**config.mk**
```make
export PLATFORM = sky130hd
export DESIGN_NAME = controle_dispensa_flat
export DESIGN_NICKNAME = d
export VERILOG_FILES = /design/src/rtl/controle_dispensa_pkg.sv /design/src/rtl/controle_dispensa_if.sv /design/src/rtl/controle_dispensa_temporizador.sv /design/src/rtl/controle_dispensa.sv /design/src/flat_wrapper.sv
export SDC_FILE = /design/constraint.sdc
export NUM_CORES = 1
export LEC_CHECK = 0
export CORE_MARGIN = 4
export CORE_UTILIZATION = 63
export DETAILED_ROUTE_END_ITERATION = 10
export DONT_BUFFER_PORTS = 1
export PLACE_DENSITY = 0.89
export SKIP_LAST_GASP = 1
export SYNTH_ARGS = -nofsm -noshare
export SYNTH_HDL_FRONTEND = slang
export SYNTH_HIERARCHICAL = 1
export SYNTH_SLANG_ARGS = --single-unit
```
**constraint.sdc**
```tcl
create_clock -name clk -period 4.1 [get_ports clk]
set_input_delay 0.615 -clock clk [delete_from_list [all_inputs] [get_ports clk]]
set_output_delay 0.615 -clock clk [all_outputs]
set_load 0.02 [all_outputs]
```
**src/rtl/controle_dispensa_pkg.sv**
```systemverilog
// Shared definitions for the vending dispense controller.
//   estado_t  : FSM state encoding
//   ERRO_*    : codes reported on the erro bus
//   max_int   : helper for sizing the shared timer
package controle_dispensa_pkg;

  typedef enum logic [2:0] {
    ESPERA  = 3'd0,
    VALIDA  = 3'd1,
    MOTOR   = 3'd2,
    CONCLUI = 3'd3,
    ERRO    = 3'd4
  } estado_t;

  localparam logic [1:0] ERRO_NENHUM = 2'b00;
  localparam logic [1:0] ERRO_SLOT   = 2'b01;
  localparam logic [1:0] ERRO_SALDO  = 2'b10;
  localparam logic [1:0] ERRO_TRAVA  = 2'b11;

  function automatic int max_int(input int a, input int b);
    return (a > b) ? a : b;
  endfunction

endpackage

```
**src/rtl/controle_dispensa_if.sv**
```systemverilog
// Digit-selection handshake between the selection controller (master) and
// the dispense controller (slave).
//   valido/linha/coluna/preco/credito : completed selection from master
//   ok/erro/ocupado                   : transaction status from slave
interface controle_dispensa_if;
  logic       valido;
  logic [1:0] linha;
  logic [1:0] coluna;
  logic [7:0] preco;
  logic [7:0] credito;
  logic       ok;
  logic [1:0] erro;
  logic       ocupado;

  modport master (
    output valido, linha, coluna, preco, credito,
    input  ok, erro, ocupado
  );

  modport slave (
    input  valido, linha, coluna, preco, credito,
    output ok, erro, ocupado
  );
endinterface

```
**src/rtl/controle_dispensa_temporizador.sv**
```systemverilog
// Up-counter with synchronous clear, enable and a terminal-count flag at a
// runtime limit. Saturates at the limit.
//   clr_i    : clear to zero (wins over enable)
//   en_i     : count enable
//   limite_i : terminal count value
//   cnt_o    : current count
//   fim_o    : count equals limite_i
module controle_dispensa_temporizador #(
  parameter int W = 7
) (
  input  logic         clk,
  input  logic         rst_n,
  input  logic         clr_i,
  input  logic         en_i,
  input  logic [W-1:0] limite_i,
  output logic [W-1:0] cnt_o,
  output logic         fim_o
);

  logic [W-1:0] cnt_q;

  always_ff @(posedge clk or negedge rst_n) begin
    if (!rst_n) begin
      cnt_q <= '0;
    end else if (clr_i) begin
      cnt_q <= '0;
    end else if (en_i && !fim_o) begin
      cnt_q <= cnt_q + W'(1);
    end
  end

  assign cnt_o = cnt_q;
  assign fim_o = (cnt_q == limite_i);

endmodule

```
**src/rtl/controle_dispensa.sv**
```systemverilog
// Dispense controller: validates a selection, runs the slot motor until the
// drop sensor fires or the motor times out, debits credit and pulses ok.
//   clk, rst_n      : clock, async active-low reset
//   sel             : selection handshake (slave side)
//   sensor_queda_i  : product-drop sensor
//   reabastecer_i   : refill all slots (honoured only when idle)
//   motor_ativo_o   : motor drive
//   motor_slot_o    : {linha,coluna} of the driven slot
//   debitar_o       : one-cycle debit pulse
//   valor_debito_o  : debit amount, valid with debitar_o
//
// state   | meaning
// ESPERA  | idle, waiting for a selection or refill
// VALIDA  | check slot index, stock and credit
// MOTOR   | motor running, waiting for drop sensor or timeout
// CONCLUI | debit, ok pulse, stock decrement
// ERRO    | hold error code, ok on the last cycle
module controle_dispensa
  import controle_dispensa_pkg::*;
#(
  parameter int N_LINHAS        = 4,
  parameter int N_COLUNAS       = 4,
  parameter int ESTOQUE_INICIAL = 5,
  parameter int TEMPO_MOTOR     = 50,
  parameter int TEMPO_ERRO      = 20
) (
  input  logic                 clk,
  input  logic                 rst_n,
  controle_dispensa_if.slave   sel,
  input  logic                 sensor_queda_i,
  input  logic                 reabastecer_i,
  output logic                 motor_ativo_o,
  output logic [3:0]           motor_slot_o,
  output logic                 debitar_o,
  output logic [7:0]           valor_debito_o
);

  localparam int TW = $clog2(max_int(TEMPO_MOTOR, TEMPO_ERRO)) + 1;

  estado_t     estado_q;
  logic [1:0]  linha_q, coluna_q;
  logic [7:0]  preco_q, credito_q;
  logic [2:0]  estoque_q [16];
  logic        motor_q;
  logic [3:0]  slot_q;
  logic        debitar_q;
  logic [7:0]  valor_q;
  logic        ok_q;
  logic [1:0]  erro_q;

  logic [TW-1:0] limite, cnt;
  logic          fim, tmr_clr, tmr_en;
  logic [3:0]    idx;

  assign idx = {linha_q, coluna_q};

  // Timer runs only in MOTOR and ERRO; it is cleared everywhere else and on
  // the MOTOR->ERRO timeout edge so ERRO starts counting from zero.
  assign tmr_en  = (estado_q == MOTOR) || (estado_q == ERRO);
  assign tmr_clr = !tmr_en || ((estado_q == MOTOR) && fim);
  assign limite  = (estado_q == MOTOR) ? TW'(TEMPO_MOTOR - 1) : TW'(TEMPO_ERRO - 1);

  controle_dispensa_temporizador #(.W(TW)) u_tmr (
    .clk      (clk),
    .rst_n    (rst_n),
    .clr_i    (tmr_clr),
    .en_i     (tmr_en),
    .limite_i (limite),
    .cnt_o    (cnt),
    .fim_o    (fim)
  );

  always_ff @(posedge clk or negedge rst_n) begin
    if (!rst_n) begin
      estado_q  <= ESPERA;
      linha_q   <= '0;
      coluna_q  <= '0;
      preco_q   <= '0;
      credito_q <= '0;
      motor_q   <= 1'b0;
      slot_q    <= '0;
      debitar_q <= 1'b0;
      valor_q   <= '0;
      ok_q      <= 1'b0;
      erro_q    <= ERRO_NENHUM;
      for (int i = 0; i < 16; i++) estoque_q[i] <= 3'(ESTOQUE_INICIAL);
    end else begin
      debitar_q <= 1'b0;
      valor_q   <= '0;
      ok_q      <= 1'b0;
      case (estado_q)
        ESPERA: begin
          if (sel.valido) begin
            linha_q   <= sel.linha;
            coluna_q  <= sel.coluna;
            preco_q   <= sel.preco;
            credito_q <= sel.credito;
            estado_q  <= VALIDA;
          end else if (reabastecer_i) begin
            for (int i = 0; i < 16; i++) estoque_q[i] <= 3'(ESTOQUE_INICIAL);
          end
        end
        VALIDA: begin
          if (int'(linha_q) >= N_LINHAS || int'(coluna_q) >= N_COLUNAS) begin
            erro_q   <= ERRO_SLOT;
            estado_q <= ERRO;
          end else if (estoque_q[idx] == 3'd0 || credito_q < preco_q) begin
            erro_q   <= ERRO_SALDO;
            estado_q <= ERRO;
          end else begin
            motor_q  <= 1'b1;
            slot_q   <= idx;
            estado_q <= MOTOR;
          end
        end
        MOTOR: begin
          // Sensor has priority over a timeout in the same cycle.
          if (sensor_queda_i) begin
            motor_q   <= 1'b0;
            slot_q    <= '0;
            debitar_q <= 1'b1;
            valor_q   <= preco_q;
            ok_q      <= 1'b1;
            estado_q  <= CONCLUI;
          end else if (fim) begin
            motor_q  <= 1'b0;
            slot_q   <= '0;
            erro_q   <= ERRO_TRAVA;
            estado_q <= ERRO;
          end
        end
        CONCLUI: begin
          if (estoque_q[idx] != 3'd0) estoque_q[idx] <= estoque_q[idx] - 3'd1;
          estado_q <= ESPERA;
        end
        ERRO: begin
          if (fim) begin
            erro_q   <= ERRO_NENHUM;
            estado_q <= ESPERA;
          end else if (cnt == TW'(TEMPO_ERRO - 2)) begin
            // Registered ok lands on the final error cycle.
            ok_q <= 1'b1;
          end
        end
        default: estado_q <= ESPERA;
      endcase
    end
  end

  assign sel.ok         = ok_q;
  assign sel.erro       = erro_q;
  assign sel.ocupado    = (estado_q != ESPERA);
  assign motor_ativo_o  = motor_q;
  assign motor_slot_o   = slot_q;
  assign debitar_o      = debitar_q;
  assign valor_debito_o = valor_q;

endmodule
```
**src/flat_wrapper.sv**
```systemverilog
// flat-port wrapper written by rule: the top's interface ports become plain ports
module controle_dispensa_flat import controle_dispensa_pkg::*;
#(
  parameter int N_LINHAS        = 4,
  parameter int N_COLUNAS       = 4,
  parameter int ESTOQUE_INICIAL = 5,
  parameter int TEMPO_MOTOR     = 50,
  parameter int TEMPO_ERRO      = 20
)
  (clk, rst_n, sensor_queda_i, reabastecer_i, motor_ativo_o, motor_slot_o, debitar_o, valor_debito_o, sel_valido, sel_linha, sel_coluna, sel_preco, sel_credito, sel_ok, sel_erro, sel_ocupado);
  controle_dispensa_if sel_i ();
  input  logic clk;
  input  logic rst_n;
  input  logic sensor_queda_i;
  input  logic reabastecer_i;
  output logic motor_ativo_o;
  output logic [3:0] motor_slot_o;
  output logic debitar_o;
  output logic [7:0] valor_debito_o;
  input wire logic [$bits(sel_i.valido)-1:0] sel_valido;
  input wire logic [$bits(sel_i.linha)-1:0] sel_linha;
  input wire logic [$bits(sel_i.coluna)-1:0] sel_coluna;
  input wire logic [$bits(sel_i.preco)-1:0] sel_preco;
  input wire logic [$bits(sel_i.credito)-1:0] sel_credito;
  output wire logic [$bits(sel_i.ok)-1:0] sel_ok;
  output wire logic [$bits(sel_i.erro)-1:0] sel_erro;
  output wire logic [$bits(sel_i.ocupado)-1:0] sel_ocupado;
  assign sel_i.valido = sel_valido;
  assign sel_i.linha = sel_linha;
  assign sel_i.coluna = sel_coluna;
  assign sel_i.preco = sel_preco;
  assign sel_i.credito = sel_credito;
  assign sel_ok = sel_i.ok;
  assign sel_erro = sel_i.erro;
  assign sel_ocupado = sel_i.ocupado;
  controle_dispensa #(.N_LINHAS(N_LINHAS), .N_COLUNAS(N_COLUNAS), .ESTOQUE_INICIAL(ESTOQUE_INICIAL), .TEMPO_MOTOR(TEMPO_MOTOR), .TEMPO_ERRO(TEMPO_ERRO)) u_core (.clk(clk), .rst_n(rst_n), .sel(sel_i), .sensor_queda_i(sensor_queda_i), .reabastecer_i(reabastecer_i), .motor_ativo_o(motor_ativo_o), .motor_slot_o(motor_slot_o), .debitar_o(debitar_o), .valor_debito_o(valor_debito_o));
endmodule
```
Word-level counts from Yosys, hierarchy flattened
Cells that the tools add are included.
{"block": "totals", "word_cells": 110, "register_bits": 95, "output_inout_bits": 18, "input_bits": 25}
{"block": "op_classes", "muxes": 39, "reduce_logical": 21, "eq_ne": 16, "magnitude_cmp": 3, "bitwise_logic": 1, "addsub": 2}
{"op": "48-bit 2-to-1 mux", "n": 3}
{"op": "48-bit one-hot mux with 2 select lines", "n": 1}
{"op": "48-bit bitwise mux", "n": 1}
{"op": "3-bit 2-to-1 mux", "n": 8}
{"op": "8-bit 2-to-1 mux", "n": 2}
{"op": "7-bit 2-to-1 mux", "n": 2}
{"op": "3-bit binary-select mux with 4-bit select", "n": 1}
{"op": "3-bit demux with 4-bit select", "n": 1}
{"op": "4-bit 2-to-1 mux", "n": 3}
{"op": "3-bit one-hot mux with 4 select lines", "n": 1}
{"op": "2-bit != test, second input constant", "n": 5}
{"op": "3-bit nonzero test", "n": 3}
{"op": "8-bit less-than comparator", "n": 1}
{"op": "2-bit 2-to-1 mux", "n": 4}
{"op": "2-bit by 1-bit != test with 1-bit output, second input constant", "n": 4}
{"op": "4-bit one-hot mux with 2 select lines", "n": 1}
{"op": "7-bit by 1-bit adder with 7-bit output, second input constant", "n": 1}
{"op": "7-bit by 5-bit equality test with 1-bit output, second input constant", "n": 1}
{"op": "7-bit equality test", "n": 1}
{"op": "1-bit 2-to-1 mux", "n": 7}
{"op": "3-bit by 2-bit equality test with 1-bit output, second input constant", "n": 2}
{"op": "3-bit zero test", "n": 2}
{"op": "6-bit 2-to-1 mux", "n": 1}
{"op": "2-bit one-hot mux with 3 select lines", "n": 1}
{"op": "16 further kinds", "n": 25}

Depth between registers and ports, before layout
Gate-level depths: netlist of run 1.
{"block": "logic_depth", "depth_word": 8, "depth_mapped": 13, "depth_no_buf": 11}

Modules after synthesis
Netlist of run 1, hierarchy kept.
{"module": "controle_dispensa", "area_each_um2": 4279.1, "seq_area_each_um2": 2242.2, "instances": 1, "cells_each": 357}
{"module": "controle_dispensa_temporizador", "area_each_um2": 450.4, "seq_area_each_um2": 175.2, "instances": 1, "cells_each": 47}

Worst setup path before layout of run 1
Ideal clock, no wire load.
{"block": "synth_path", "kind": "register to register", "from": "register u_core.coluna_q[0]", "to": "register u_core/estoque_q[30] in the netlist's numbering", "stages_incl_launch_ff": 12, "setup_ns": 0.082, "arrival_time_ns": 2.818, "synth_period_minus_slack_ns": 2.900, "t_required_ns": 4.018, "slack_ns": 1.200, "n_path_buf": 2, "path_cell_list": "dfrtp_1 -> buf_6 -> buf_8 -> mux4_1 -> mux4_2 -> inv_1 -> ha_1 -> ha_1 -> nor3_2 -> and2_1 -> a21oi_1 -> mux2_2"}
{"block": "synth_via", "elab_chain_cells": 8, "word_cells_on_any_way": 16, "classes_between": "1 x add/sub; 2 x order compare; 1 x eq/ne; 8 x mux; 1 x bitwise; 3 x reduce/logical"}
{"item": "start, declared", "line_no": "controle_dispensa.sv:41", "source": "logic [1:0] linha_q, coluna_q;"}
{"item": "start signal, assigned", "line_no": "controle_dispensa.sv:95", "source": "coluna_q <= sel.coluna;"}
{"item": "4-bit inverter with 5-bit output (not written as such) *", "line_no": "controle_dispensa.sv:133", "source": "if (estoque_q[idx] != 3'd0) estoque_q[idx] <= estoque_q[idx] - 3'd1;"}
{"item": "3-bit binary-select mux with 4-bit select, or another cell as far along", "line_no": "controle_dispensa.sv:133"}
{"item": "3-bit 2-to-1 mux (not written as such) or 1-bit logical AND (tied branches)", "line_no": "controle_dispensa.sv:133"}
{"item": "3-bit 2-to-1 mux (not written as such)", "line_no": "controle_dispensa.sv:133"}
{"item": "3-bit by 1-bit subtractor with 3-bit output or 3-bit demux with 4-bit select (tied branches)", "line_no": "controle_dispensa.sv:133"}
{"item": "48-bit bitwise mux", "line_no": "controle_dispensa.sv:133"}
{"item": "48-bit 2-to-1 mux", "line_no": "controle_dispensa.sv:133"}
{"item": "48-bit one-hot mux with 2 select lines", "line_no": "controle_dispensa.sv:91", "source": "case (estado_q)"}
{"item": "end, declared", "line_no": "controle_dispensa.sv:43", "source": "logic [2:0] estoque_q [16];"}
Every way passes the cells marked *; elsewhere a longest branch is shown, timed or not. The select of a mux whose other input is x is not followed.
A chain may end at the register's enable or synchronous reset.

Final worst setup path of run 1
{"block": "layout_path", "from": "register u_core.coluna_q[0]", "to": "register u_core/estoque_q[45] in the netlist's numbering"}
The elaborated chain is that of the path after synthesis.

==> results of run 1 <==
-- sequential cells by signal, indices dropped and copies added (netlist names) --
signal	count
u_core/preco_q	8
u_core/motor_ativo_o	1
u_core/sel.erro	2
u_core/linha_q	2
u_core/coluna_q	2
u_core/debitar_o	1
u_core/sel.ok	1
u_core/u_tmr/cnt_o	7
u_core/valor_debito_o	8
u_core/estoque_q	48
u_core/estado_q	3
u_core/credito_q	8
u_core/motor_slot_o	4
-- critical path, stage by stage (launching register included) --
cell and delay [ns]:
dfrtp_1 0.61, buf_4 0.29, mux4_1 0.61, mux4_2 0.47, inv_1 0.07, ha_1 0.14
ha_1 0.24, or3_4 0.19, nor3_1 0.06, a21oi_1 0.39, mux2_2 0.38
-- report_power, final --
group          total (mW)  internal (mW)  switching, mW
sequential           1.42           1.17          0.252
clock               0.578          0.232          0.346
combinational       0.946          0.430          0.516
total                2.94           1.83           1.11
-- metal layers --
layer | GRT usage | vias to the layer above
li1 | - | 1436
met1 | 0.310 | 1628
met2 | 0.372 | 124
met3 | 0.0853 | 18
met4 | 0.0829 | 0
met5 | 0 | -
-- cells in the final DEF (no fill, tap or decap), types with 2 or more instances in the layout --
cell and count:
o32a_1 4, o211ai_1 2, buf_4 5, conb_1 5, nor4b_1 2, o22a_1 2, a22o_1 10, mux4_1 5
ha_1 10, a21boi_0 2, nor3_1 8, dfstp_2 32, nand2_1 36, nand3_1 4, a21o_1 2, nand3b_1 3
mux2i_1 9, and3_1 2, clkbuf_8 9, nor2b_1 7, xor2_1 7, and2_1 13, inv_6 3, nor3_2 2
nand2b_1 4, xnor2_1 3, nand4_1 3, clkinvlp_4 2, a21oi_1 9, and2_0 2, inv_1 24, dfrtp_1 63
o21ai_0 26, mux2_2 44, a31oi_1 2, nor2_1 15, o21ai_1 4, mux4_2 5, mux2_1 2
-- metrics by stage --
stage	hold slack (ns)	total power [mW]	setup WS [ns]	instance area (um2)
after floorplan	0.319	2.14	1.20	4740
after global placement	0.324	2.29	0.662	4790
after detailed placement	0.323	2.35	0.606	4790
after CTS	0.0678	2.94	0.583	5010
after global routing	0.0545	3.13	0.328	5010
final	0.0873	2.94	0.557	5010
-- cell type report --
class,count,area (um2)
Tap cell,99,124
Fill cell,525,2280
Multi-Input combinational cell,270,2130
Clock buffer,9,124
Clock inverter,7,61.3
Sequential cell,95,2420
Timing Repair Buffer,6,65.1
Inverter,24,90.1
-- cell families after synthesis --
kind of cell / share of synthesized area
XOR/XNOR: 0.0185
other: 0.00159
buffers and inverters: 0.0418
AO/OA/AOI/OAI: 0.0997
AND/OR/NAND/NOR: 0.121
flip-flops: 0.511
adder cells (fa/ha/maj): 0.0265
multiplexers: 0.180
-- final timing paths --
| kind | endpoint | slack [ns] |
|---|---|---|
| max | u_core/estoque_q[45]$_DFFE_PN1P_ | 0.56 |
| min | u_core/estoque_q[38]$_DFFE_PN1P_ | 0.09 |
| max reg2reg | u_core/estoque_q[45]$_DFFE_PN1P_ | 0.56 |
| min reg2reg | u_core/valor_debito_o[5]$_DFF_PN0_ | 0.50 |
| max in group asynchronous | u_core/estoque_q[7]$_DFFE_PN0P_ | 3.70 |
| min in group clk | u_core/preco_q[5]$_DFFE_PN0P_ | 0.37 |
==> flow_summary.toml, run 1 <==
[run_status]
outcome = "complete, no violations"

[global_routing]
grt_max_degree = 64
antenna_found_initial = 0
grt_pass1_vias = 3229
grt_util_all_layers = 0.239
overflow = 0
grt_pass1_wl_mm = 16.2

[placed_design]
portBuffers = 0
place_inst = 493
post-dp-hpwl_mm = 6.95
gp_congestion = 1.04

[clocking]
clock_path_buffers = 2
root_buffer = "clkbuf_8"
numClockSinks = 95
htree_levels = 3
cts_resized = 0
cts_hold_buffers = 1
cts_tree = "built"
clkTransAtPathRegs_ns = 0.10
cts_buffers = 9
cts_setup_buffers = 0
clkLatencyLatePin_ns = 0.36

[detailed_routing]
vias = 3206
drtPass1Iterations = 5
route.met3.wl_um = 818
met2_length_mm = 4.87
postRouteAntennaNets = 0
drt_wl_total_mm = 9.87
viasPerCell = 6.29
wl_met1_mm = 4.01
first_iter_violations = 243
highest_layer = "met4"
drc = 0
wl_per_cell_um = 19.4

[sta]
hold_viol_final = 0
setup_viol = 0
grt_setup_unrepaired = "no"
tightest_slew_ns = 0.941
final.setup.tns_ns = 0
slew_headroom = 0.373
finalCritPeriodShare = 0.864
slew_viol_final = 0
skew_ns = 0.0133
layout_min_cycle_time_ns = 3.54
max_freq_mhz = 282

[final_layout]
final_cell_count_no_fill = 510
post-route-util = 0.687
n_antenna_cell = 0
layout.nets = 441
drive_above_1_share = 0.268
syn_to_final_growth_pct = 5.87

[synthesis]
post-synth-top-area-fraction = 0.333
synthTopCellsByCount = "63 x dfrtp_1, 44 x mux2_2, 36 x nand2_1"
ys_ff_latch = 95
syn_area_mm2 = 0.00473
synth.distinct_cells = 57
synthCells = 404
yosysMostFrequentCell = "dfrtp_1"
synth_ff_type = "dfrtp_1"
yosys_warnings = 6
synthTopCellsByArea = "dfrtp_1 33%, dfstp_2 18%, mux2_2 10%"
synth_edf_count = 0
synth-seq-area-share = 0.511
synth.avg_cell_area_um2 = 11.7
yosysTopAreaCell = "dfrtp_1"
async_flop_share = 1.00

[min_path]
worstHoldPathType = "in2async"

[die]
io_pins = 43
die_y_um = 94.6
row_count = 31
die-area_mm2 = 0.00896
die_w_um = 94.6
initial_utilization = 0.649
core_region_area_mm2 = 0.00729

[critical_path]
crit_arrival_ns = 3.83
startpoint_type = "flip-flop"
crit_start = "u_core/coluna_q[0]$_DFFE_PN0P_"
endpoint_kind = "flip-flop"
path_max_fanout = 11
r2r-start = "u_core/coluna_q[0]$_DFFE_PN0P_"
r2r_cells = 10
cp_data_required_time_ns = 4.39
path_class = "reg2reg"

[run]
max_cap_violations = 0

[power]
peakVddDrop_uv = 394
power.leakage_nw = 2.07
power_density_mw_per_mm2 = 587
Power figures use the tool's default switching activity.
==> run 2: changes to the inputs <==
--- a/config.mk
+++ b/config.mk
@@ -10,6 +10,8 @@
 export DETAILED_ROUTE_END_ITERATION = 10
 export DONT_BUFFER_PORTS = 1
 export PLACE_DENSITY = 0.89
+export RECOVER_POWER = 25
+export SKIP_CTS_REPAIR_TIMING = 1
 export SKIP_LAST_GASP = 1
 export SYNTH_ARGS = -nofsm -noshare
 export SYNTH_HDL_FRONTEND = slang
==> constraint.sdc (replaced) <==
create_clock -name clk -period 4.1 [get_ports clk]
set_input_delay 0.615 -clock clk [delete_from_list [all_inputs] [get_ports clk]]
set_output_delay 0.615 -clock clk [all_outputs]
set_load 0.05 [all_outputs]
==> run 2 against run 1 <==
Compared with the run above:
- the run now ends with max-capacitance violations, max-slew violations left
- fmax down 0.77%
- sequential cell count unchanged
- first-iteration DRC count down 3.7%
- critical path type unchanged
- largest cell class unchanged
==> flow_summary.toml, run 2 (synthesis gave the netlist of run 1 again) <==
[sta]
slew_viol_final = 64
layout_min_cycle_time_ns = 3.57
grt_setup_unrepaired = "no"
max_freq_mhz = 280
finalCritPeriodShare = 0.871
hold_viol_final = 0
whs_ns = 0.0794
skew_ns = 0.0104
setup_viol = 0
final.setup.tns_ns = 0
slew_headroom = -0.926
tightest_slew_ns = 2.89

[die]
io_pins = 43
core_region_area_mm2 = 0.00729
initial_utilization = 0.649
die-area_mm2 = 0.00896
die_y_um = 94.6
die_w_um = 94.6
row_count = 31

[critical_path]
startpoint_type = "flip-flop"
path_class = "reg2reg"
cp_slowest_cell = "dfrtp_1"
endpoint_kind = "flip-flop"
path_cells = "buf_4 > mux4_1 > mux4_2 > inv_1 > ha_1 > ha_1 > or3_4 > nor3_1 > a21oi_1 > mux2_2"
crit_family = "multiplexers"
crit_arrival_ns = 3.87
cp_slowest_stage_delay_ns = 0.62
path_common_cell = "ha_1"
path_buf_inv = 2
cp_data_required_time_ns = 4.40
path_max_fanout = 11

[clocking]
root_buffer = "clkbuf_8"
clkLatencyLatePin_ns = 0.37
cts_buffers = 9
clock_path_buffers = 2
cts_tree = "built"
htree_levels = 3
numClockSinks = 95
clkTransAtPathRegs_ns = 0.10

[placed_design]
gp_congestion = 1.04
portBuffers = 0
post-dp-hpwl_mm = 7.08

[final_layout]
final_cell_mix = "63 x dfrtp_1, 44 x mux2_2, 36 x nand2_1"
n_antenna_cell = 0
top_register = "u_core/estoque_q"
n_fill_cell = 522
final_common_cell = "dfrtp_1"
largest_reg_flops = 48
syn_to_final_growth_pct = 6.06
layout.nets = 441
drive_above_1_share = 0.265

[power]
peakVddDrop_uv = 373
power.share.combinational = 0.311
seqPwrFrac = 0.480
power_density_mw_per_mm2 = 619
clockPowerShare = 0.209
p_sw_frac = 0.391
power.leakage_nw = 2.08
p_int_mw = 1.89
p_switching_mw = 1.21

[run_status]
failed_checks = "max-capacitance violations, max-slew violations"
outcome = "finished with violations"

[global_routing]
grt_pass1_wl_mm = 16.4
grt_pass1_vias = 3253
antenna_found_initial = 0
overflow = 0
grt_util_all_layers = 0.243
grt_max_degree = 96

[detailed_routing]
wl_per_cell_um = 19.9
vias = 3202
first_iter_violations = 234
postRouteAntennaNets = 0
drc = 0
viasPerCell = 6.28
drtPass1Iterations = 5
drt_wl_total_mm = 10.2

[run]
max_cap_violations = 1

[min_path]
worstHoldPathType = "in2async"
[run 2: final cells by class]
cell class / instances / area, um2 / share of cell area
inverter: 24 / 90.1 / 0.0180
clock inverter: 7 / 87.6 / 0.0175
tap: 99 / 124 / 0.0247
timing repair buffer: 6 / 47.5 / 0.00948
clock buffer: 9 / 124 / 0.0247
multi-input combinational: 270 / 2130 / 0.424
sequential: 95 / 2420 / 0.482
[run 2: metrics by stage]
stage,power [mW],area (um2),setup slack [ns],cells,utilization
final,3.10,5020,0.529,510,0.688
after global routing,3.28,5020,0.426,510,0.688
after CTS,3.09,5010,0.571,509,0.687
after detailed placement,2.44,4790,0.593,493,0.658
after global placement,2.37,4790,0.662,493,0.658
after floorplan,2.22,4740,1.20,407,-
[run 2: path summary, 6_finish.rpt]
kind,start,endpoint,slack [ns],depth (start not counted)
worst max-delay path,u_core/coluna_q[0]$_DFFE_PN0P_,u_core/estoque_q[45]$_DFFE_PN1P_,0.53,10
worst min-delay path,rst_n,u_core/estoque_q[36]$_DFFE_PN1P_,0.08,0
worst max register to register,u_core/coluna_q[0]$_DFFE_PN0P_,u_core/estoque_q[45]$_DFFE_PN1P_,0.53,10
worst min register to register,u_core/preco_q[5]$_DFFE_PN0P_,u_core/valor_debito_o[5]$_DFF_PN0_,0.49,1
max in group asynchronous,rst_n,u_core/estoque_q[22]$_DFFE_PN0P_,1.07,1
min in group clk,sel_preco[5],u_core/preco_q[5]$_DFFE_PN0P_,0.36,2
[run 2: per-layer routing]
| layer | GRT usage | vias up | wire (um) | part of all wire |
|---|---|---|---|---|
| met3 | 0.0709 | 28 | 801 | 0.079 |
| met2 | 0.379 | 121 | 5030 | 0.50 |
| met4 | 0.0962 | 0 | 237 | 0.023 |
| met5 | 0 | - | 0 | 0 |
| met1 | 0.321 | 1618 | 4090 | 0.40 |
| li1 | - | 1435 | - | - |
[run 2: power by group through the flow]
stage	clock (mW)	sequential, mW	combinational [mW]
after CTS	0.667	1.48	0.942
after global placement	0	1.48	0.889
after floorplan	0	1.36	0.863
final	0.649	1.49	0.965
after detailed placement	0	1.50	0.932
after global routing	0.698	1.52	1.06
